## src/rtl/cpu_oci_dct_packer.sv

```systemverilog
// rtl/cpu_oci_dct_packer.sv - packs 2-bit DCT trace codes into 15-slot, 30-bit trace words
module cpu_oci_dct_packer #(
    parameter int DROP_W = 8
) (
    input  logic              clk,
    input  logic              reset,
    input  logic              code_valid,
    input  logic [1:0]        code,
    input  logic              flush,
    input  logic              overflow_clr,
    output logic [29:0]       dct_buffer,
    output logic [3:0]        dct_count,
    output logic              frame_valid,
    input  logic              frame_ready,
    output logic [29:0]       frame_buffer,
    output logic [3:0]        frame_count,
    output logic              overflow,
    output logic [DROP_W-1:0] drop_count
);

    logic [29:0]       r_acc_buf;
    logic [3:0]        r_acc_cnt;
    logic              r_frame_valid;
    logic [29:0]       r_frame_buf;
    logic [3:0]        r_frame_cnt;
    logic              r_overflow;
    logic [DROP_W-1:0] r_drop_cnt;
    logic              r_flush_pend;

    logic              w_accept;
    logic              w_out_free;
    logic              w_full;
    logic              w_flush_any;
    logic [3:0]        w_cnt_next;
    logic [29:0]       w_buf_next;
    logic [29:0]       w_code_shifted;
    logic              w_transfer;
    logic              w_drop;

    assign w_accept       = code_valid && (code != 2'b00);
    assign w_out_free     = !r_frame_valid || frame_ready;
    assign w_full         = (r_acc_cnt == 4'd15);
    assign w_flush_any    = flush || r_flush_pend;
    assign w_code_shifted = {28'd0, code} << {r_acc_cnt, 1'b0};
    // Next-state accumulator view; only meaningful while the accumulator is not full.
    assign w_cnt_next     = r_acc_cnt + {3'd0, w_accept};
    assign w_buf_next     = w_accept ? (r_acc_buf | w_code_shifted) : r_acc_buf;
    assign w_transfer     = w_out_free &&
                            (w_full || (w_cnt_next == 4'd15) ||
                             (w_flush_any && (w_cnt_next != 4'd0)));
    assign w_drop         = w_full && !w_out_free && w_accept;

    always_ff @(posedge clk) begin
        if (reset) begin
            r_acc_buf     <= '0;
            r_acc_cnt     <= '0;
            r_frame_valid <= 1'b0;
            r_frame_buf   <= '0;
            r_frame_cnt   <= '0;
            r_flush_pend  <= 1'b0;
        end else if (w_transfer) begin
            r_frame_valid <= 1'b1;
            r_frame_buf   <= w_full ? r_acc_buf : w_buf_next;
            r_frame_cnt   <= w_full ? 4'd15 : w_cnt_next;
            // A code arriving while a full word leaves starts the next word in slot 0.
            if (w_full && w_accept) begin
                r_acc_buf    <= {28'd0, code};
                r_acc_cnt    <= 4'd1;
                r_flush_pend <= flush;
            end else begin
                r_acc_buf    <= '0;
                r_acc_cnt    <= '0;
                r_flush_pend <= 1'b0;
            end
        end else begin
            if (frame_ready) begin
                r_frame_valid <= 1'b0;
            end
            if (!w_full) begin
                r_acc_buf <= w_buf_next;
                r_acc_cnt <= w_cnt_next;
            end
            r_flush_pend <= w_flush_any && (w_full || (w_cnt_next != 4'd0));
        end
    end

    always_ff @(posedge clk) begin
        if (reset) begin
            r_overflow <= 1'b0;
            r_drop_cnt <= '0;
        end else if (w_drop) begin
            r_overflow <= 1'b1;
            if (overflow_clr) begin
                r_drop_cnt <= DROP_W'(1);
            end else if (!(&r_drop_cnt)) begin
                r_drop_cnt <= r_drop_cnt + DROP_W'(1);
            end
        end else if (overflow_clr) begin
            r_overflow <= 1'b0;
            r_drop_cnt <= '0;
        end
    end

    assign dct_buffer   = r_acc_buf;
    assign dct_count    = r_acc_cnt;
    assign frame_valid  = r_frame_valid;
    assign frame_buffer = r_frame_buf;
    assign frame_count  = r_frame_cnt;
    assign overflow     = r_overflow;
    assign drop_count   = r_drop_cnt;

endmodule

```

## config.mk

```make
export PLATFORM = sky130hd
export DESIGN_NAME = cpu_oci_dct_packer
export DESIGN_NICKNAME = d
export VERILOG_FILES = /design/src/rtl/cpu_oci_dct_packer.sv
export SDC_FILE = /design/constraint.sdc
export NUM_CORES = 1
export LEC_CHECK = 0
export ABC_AREA = 1
export CAP_MARGIN = 20
export CORE_ASPECT_RATIO = 1.75
export CORE_UTILIZATION = 44
export CTS_BUF_LIST = sky130_fd_sc_hd__clkbuf_16
export CTS_CLUSTER_SIZE = 25
export DETAILED_ROUTE_END_ITERATION = 10
export PLACE_DENSITY = 0.86
export SYNTH_ARGS = -nofsm -noshare
export SYNTH_HDL_FRONTEND = slang
export SYNTH_SLANG_ARGS = --single-unit
export TNS_END_PERCENT = 10
```

## constraint.sdc

```tcl
create_clock -name clk -period 2.41 [get_ports clk]
set_clock_uncertainty 0.15 [all_clocks]
set_input_delay 0.482 -clock clk [delete_from_list [all_inputs] [get_ports clk]]
set_output_delay 0.482 -clock clk [all_outputs]
set_load 0.05 [all_outputs]
```

Yosys cells after proc, flatten, opt, wreduce, memory -nomap -nowiden. Index checks and enable logic that the tools add are counted.

Shifts and indexed selects: 1. Reductions and logical operators: 20. Bitwise logic cells: 1. Div/mod/pow operators: 0. Equal/unequal tests: 4. Order comparisons: 0. Mux-type cells: 18. Multiply operators: 0. Add/sub/neg operators: 2.

Operators with widths (number): 30-bit 2-to-1 mux (3); 8-bit 2-to-1 mux (4); 30-bit OR (1); 2-bit by 5-bit << shifter with 30-bit output (1); 4-bit 2-to-1 mux (3); 8-bit by 1-bit adder with 8-bit output, second input constant (1); 4-bit equality test, second input constant (2); 8-bit AND reduction (1); 1-bit logical AND (7); 1-bit 2-to-1 mux (7); 2-bit nonzero test (3); 1-bit logical OR (5); 4-bit by 1-bit adder with 4-bit output (1); 4-bit nonzero test (1); 1-bit logical NOT (2); 2-bit 2-to-1 mux (1); 2-bit by 1-bit != test with 1-bit output, second input constant (1); 2-bit != test, second input constant (1); 2-bit AND reduction (1).

Bits in writable memories: 0. Bits of input ports: 8. Bits in registers: 79. ROM bits: 0. Logic and storage cells: 54. Bits in latches: 0. Output and inout bits: 78. Memories: 0.

Depth between registers and ports, before layout.
Word-level depth: 8. Depth in mapped cells: 17. Gate-level depth less buffers: 15.

Worst setup path after synthesis. OpenSTA, ideal clock, no wires.

Kind: input port to flip-flop. From: input port code[1]. To: register r_frame_valid, in the netlist frame_valid. Slack: -240 ps. Stages: 13. Data arrival time: 2384 ps. Buffers on the path: 2. Setup time: 115 ps. Data required time: 2145 ps. Cell sequence: o21ai_1 > inv_1 > buf_2 > ha_1 > ha_1 > or2_1 > nor2_1 > nand2_1 > nand2_2 > nand2_4 > buf_4 > o21ai_0 > inv_1.

Longest elaborated chain between the ends: 8. Elaborated cells between the ends (all ways): 11. Classes of those cells: add/sub: 1; eq/ne: 1; mux: 1; reduce/logical: 8.

Ends and longest elaborated chain: from (decl) (RTL line 8) `input logic [1:0] code,`; 2-bit nonzero test (*) (RTL line 40) `assign w_accept = code_valid && (code != 2'b00);`; 1-bit logical AND (*) (RTL line 40); 4-bit by 1-bit adder with 4-bit output (*) (RTL line 46) `assign w_cnt_next = r_acc_cnt + {3'd0, w_accept};`; 4-bit equality test or 4-bit nonzero test (tied branches) (RTL line 49, 50); 1-bit logical OR or 1-bit logical AND (tied branches) (RTL line 49, 50); 1-bit logical OR (*) (RTL line 49) `(w_full || (w_cnt_next == 4'd15) ||`; 1-bit logical AND (*) (RTL line 48) `assign w_transfer = w_out_free &&`; 1-bit 2-to-1 mux or 2-bit nonzero test (tied branches); to (signal assigned) (RTL line 57) `r_frame_valid <= 1'b0;`; to (signal assigned) (RTL line 62) `r_frame_valid <= 1'b1;`; to (signal assigned) (RTL line 77) `r_frame_valid <= 1'b0;`; to (decl) (RTL line 23) `logic r_frame_valid;`.

Mark *: on every way between the ends. The rest lies on a longest branch, timed or not. A chain may end at the register's enable or synchronous reset.

Worst setup path in the final report.
From: register r_acc_cnt[0], in the netlist dct_count[0]. To: output port dct_count[0].

RTL lines: from (decl) (RTL line 22) `logic [3:0] r_acc_cnt;`; from (signal assigned) (RTL line 81) `r_acc_cnt <= w_cnt_next;`; to (decl) (RTL line 12) `output logic [3:0] dct_count,`.

No word-level cell between the ends.

==> impl_results.md <==
* Tcrit/Tclk final at 97.8%
* Async S/R FF share, synth at 0%
* Detailed-route wire length at ~11 mm
* Post-Synthesis Cell Area at 3370 µm²
* Drt pass-1 iters at 5
* Final slew viol count at 0
* Iter 0 DRT Violations at roughly 270
* Routed len/inst at 16.6 µm
* Setup crit end kind: output port
* Synth-to-Final Area Change at 45.8%
* CTS tree: done
* Number of remaining DRC errors at 0
* Vias at 3539
* Die X at 68.2 µm
* Power Internal at 2.65 mW
* Combinational power share at 29.8%
* Gate Count Post-Synth at 454
* Synth top area cells: dfxtp_1 47%, a21oi_1 9.3%, nor2_1 8.8%, nand3_1 7.6%, nand2_1 7.6%
* Die Area at approximately 8000 µm²
* Cell Count Post-Placement at 623
* Hold Vio Cnt, Final at 0
* Remaining global-route overflow at 0
* Switching Share at around a third
* Max-Cap Viols at 0
* Fill cells at 602
* Total track usage at roughly a quarter
* Clock sinks at 79
* Largest net degree at the start of global routing at 39
* Nets at 568
* Period minus WS final at 2.36 ns
* Worst slew pin tran at 0.672 ns
* Antenna cell count at 0
* Share of cells above drive strength 1 at ~16%
* Synth warn at 0
* CTS clk-pin slew, worst paths at 0.06 ns
* Syn Nets at 465
* Sw Pwr at 1.38 mW
* Non-filler cells, final at 648
* Leak at 2.00 nW
* Post-DP HPWL at 6.98 mm
* DIE HEIGHT at 118 µm
* Cells along the critical path: buf_4 -> clkdlybuf4s50_1
* Synth top area share at 46.9%
* Synth Flop Type: dfxtp_1
* FF+latch area at about 1600 µm²
* Ports at 86
* Worst EP arrival at 1.73 ns
* First-pass GRT wire length at roughly 15 mm
* Largest buffer count on any clock path at 2
* Routability congestion estimate at 0.970
* CTS Root Cell: clkbuf_16
* Final instance area at approximately 4900 µm²
* Core Region at 7340 µm²
* Post-synth EDFFs at 0
* Inserted Clock Buffers at 9
* Initial Utilization at between 40% and 50%
* Worst Path Required at 1.78 ns
* Placed inst area at ~4400 µm²
* Worst Hold Class: register to register
* DR vias/cell at 5.46
* Setup Viol. Count Final at 0
* Site Rows at 41
* PD cells at ~820 nW/µm²
* Syn Area/Cell at 7.43 µm²
* Worst skew pair latency at about 0.34 ns
* Worst setup SP type: register
* Sequential power share at between 30% and 40%
* Fin worst setup slack at approximately 0.052 ns
* Synth area leader: dfxtp_1
* Multi-input gate area at 1610 µm²
* Yosys reg bits at 79
* Relative slew slack at 55.2%
* Max IR drop VDD at 0.563 mV
* CP max FO at 5
* Hold Buf Count CTS at 0
* Post-synth cell types at 27
* Most instantiated cells after synthesis: 79 x dfxtp_1, 79 x nor2_1, 68 x nand2_1, 63 x a21oi_1, 51 x nand3_1
* Vias in the first global route at 3144
* Slowest stage cell, crit path: clkdlybuf4s50_1
* ANT nets after route at 0
* F_max at 0.424 GHz
* Largest stage delay, worst path at around 0.80 ns
* Number of port buffers at 85
* Clock power share at about a third
* Top delay family on crit path: buffers and inverters
* Post-synthesis sequential area ratio at between 40% and 50%
* Initial antenna violation count at 0
* WP buf/inv at 2
* Final Total Pwr at 4.03 mW
* CTS H-tree depth at 3
* Worst slack, placed at -0.468 ns
* Postcts setup bufs at 0
* Critical path type: register to output port
* Run status: finished clean
[per-stage QoR]
stage	hold WS (ns)	setup TNS [ns]	utilization (%)
floorplan	0.467	-0.216	-
global placement	0.309	-25.95	59.8
detailed placement	0.321	-29.28	59.8
CTS	0.334	0	64.1
global route	0.357	-0.0470	67.0
finish	0.328	0	67.0
[placed cells by master, fill, tap and decap left out, drive strengths merged, types with 9 or more instances in the layout]
cell           count
a31oi             11
dfxtp             79
clkdlybuf4s50     79
nor3               9
nand2             77
nor2              91
a21oi             63
inv               30
nand3             52
buf               31
clkbuf            16
[logic make-up after synthesis]
logic type	synth area share [%]
AO/OA/AOI/OAI	12.4
adder cells (fa/ha/maj)	1.11
buffers and inverters	8.57
flip-flops	46.9
AND/OR/NAND/NOR	31.0
[path summary, 6_finish.rpt]
path / end / slack (ns) / start / cells past startpoint
worst min register to register: overflow / 0.33 / overflow / 2
worst max register to register: frame_buffer[28] / 0.18 / dct_count[0] / 10
worst min-delay path: overflow / 0.33 / overflow / 2
worst max-delay path: dct_count[0] / 0.05 / dct_count[0] / 2
[worst register-to-register path, stage by stage (launching register included)]
cell	delay, ns
dfxtp_1	0.40
ha_4	0.18
ha_4	0.20
or2_1	0.23
nor2_1	0.10
nand2_1	0.10
nand2_4	0.15
nand2_8	0.14
clkbuf_16	0.20
a21oi_1	0.19
nor2_1	0.08
[cell type report]
| cell class | count | share of cell area, % |
|---|---|---|
| clock buffers | 9 | 4.58 |
| clock inverters | 7 | 1.45 |
| inverters | 30 | 2.34 |
| multi-input cells | 319 | 32.7 |
| flip-flops and latches | 79 | 32.2 |
| well taps | 86 | 2.19 |
| repair buffers | 118 | 24.5 |
[power by group through the flow]
stage | clock [mW] | sequential, mW | combinational (mW)
CTS | 1.36 | 1.47 | 1.04
finish | 1.36 | 1.47 | 1.20
global route | 1.42 | 1.47 | 1.27
floorplan | 0 | 1.82 | 0.409
global placement | 0 | 1.49 | 1.02
detailed placement | 0 | 1.49 | 1.03
[sequential cells by signal, indices dropped and copies added, names as in the netlist]
name and count:
overflow 1, frame_buffer 30, dct_buffer 30, drop_count 8
r_flush_pend 1, frame_count 4, dct_count 4, frame_valid 1
[repair_timing]
item	CTS	global route
setup endpoints to repair	69	66
pin swaps	0	5
cloned	0	9
resized for setup	5	16
[metal layers]
| metal | track usage [%] | routed length (µm) | vias to the layer above |
|---|---|---|---|
| met3 | 2.33 | 472 | 38 |
| met5 | 0 | 0 | - |
| met4 | 13.5 | 514 | 0 |
| li1 | - | - | 1704 |
| met1 | 26.9 | 3940 | 1646 |
| met2 | 44.1 | 5840 | 151 |
Note: power is estimated with default switching activity, not from simulation.
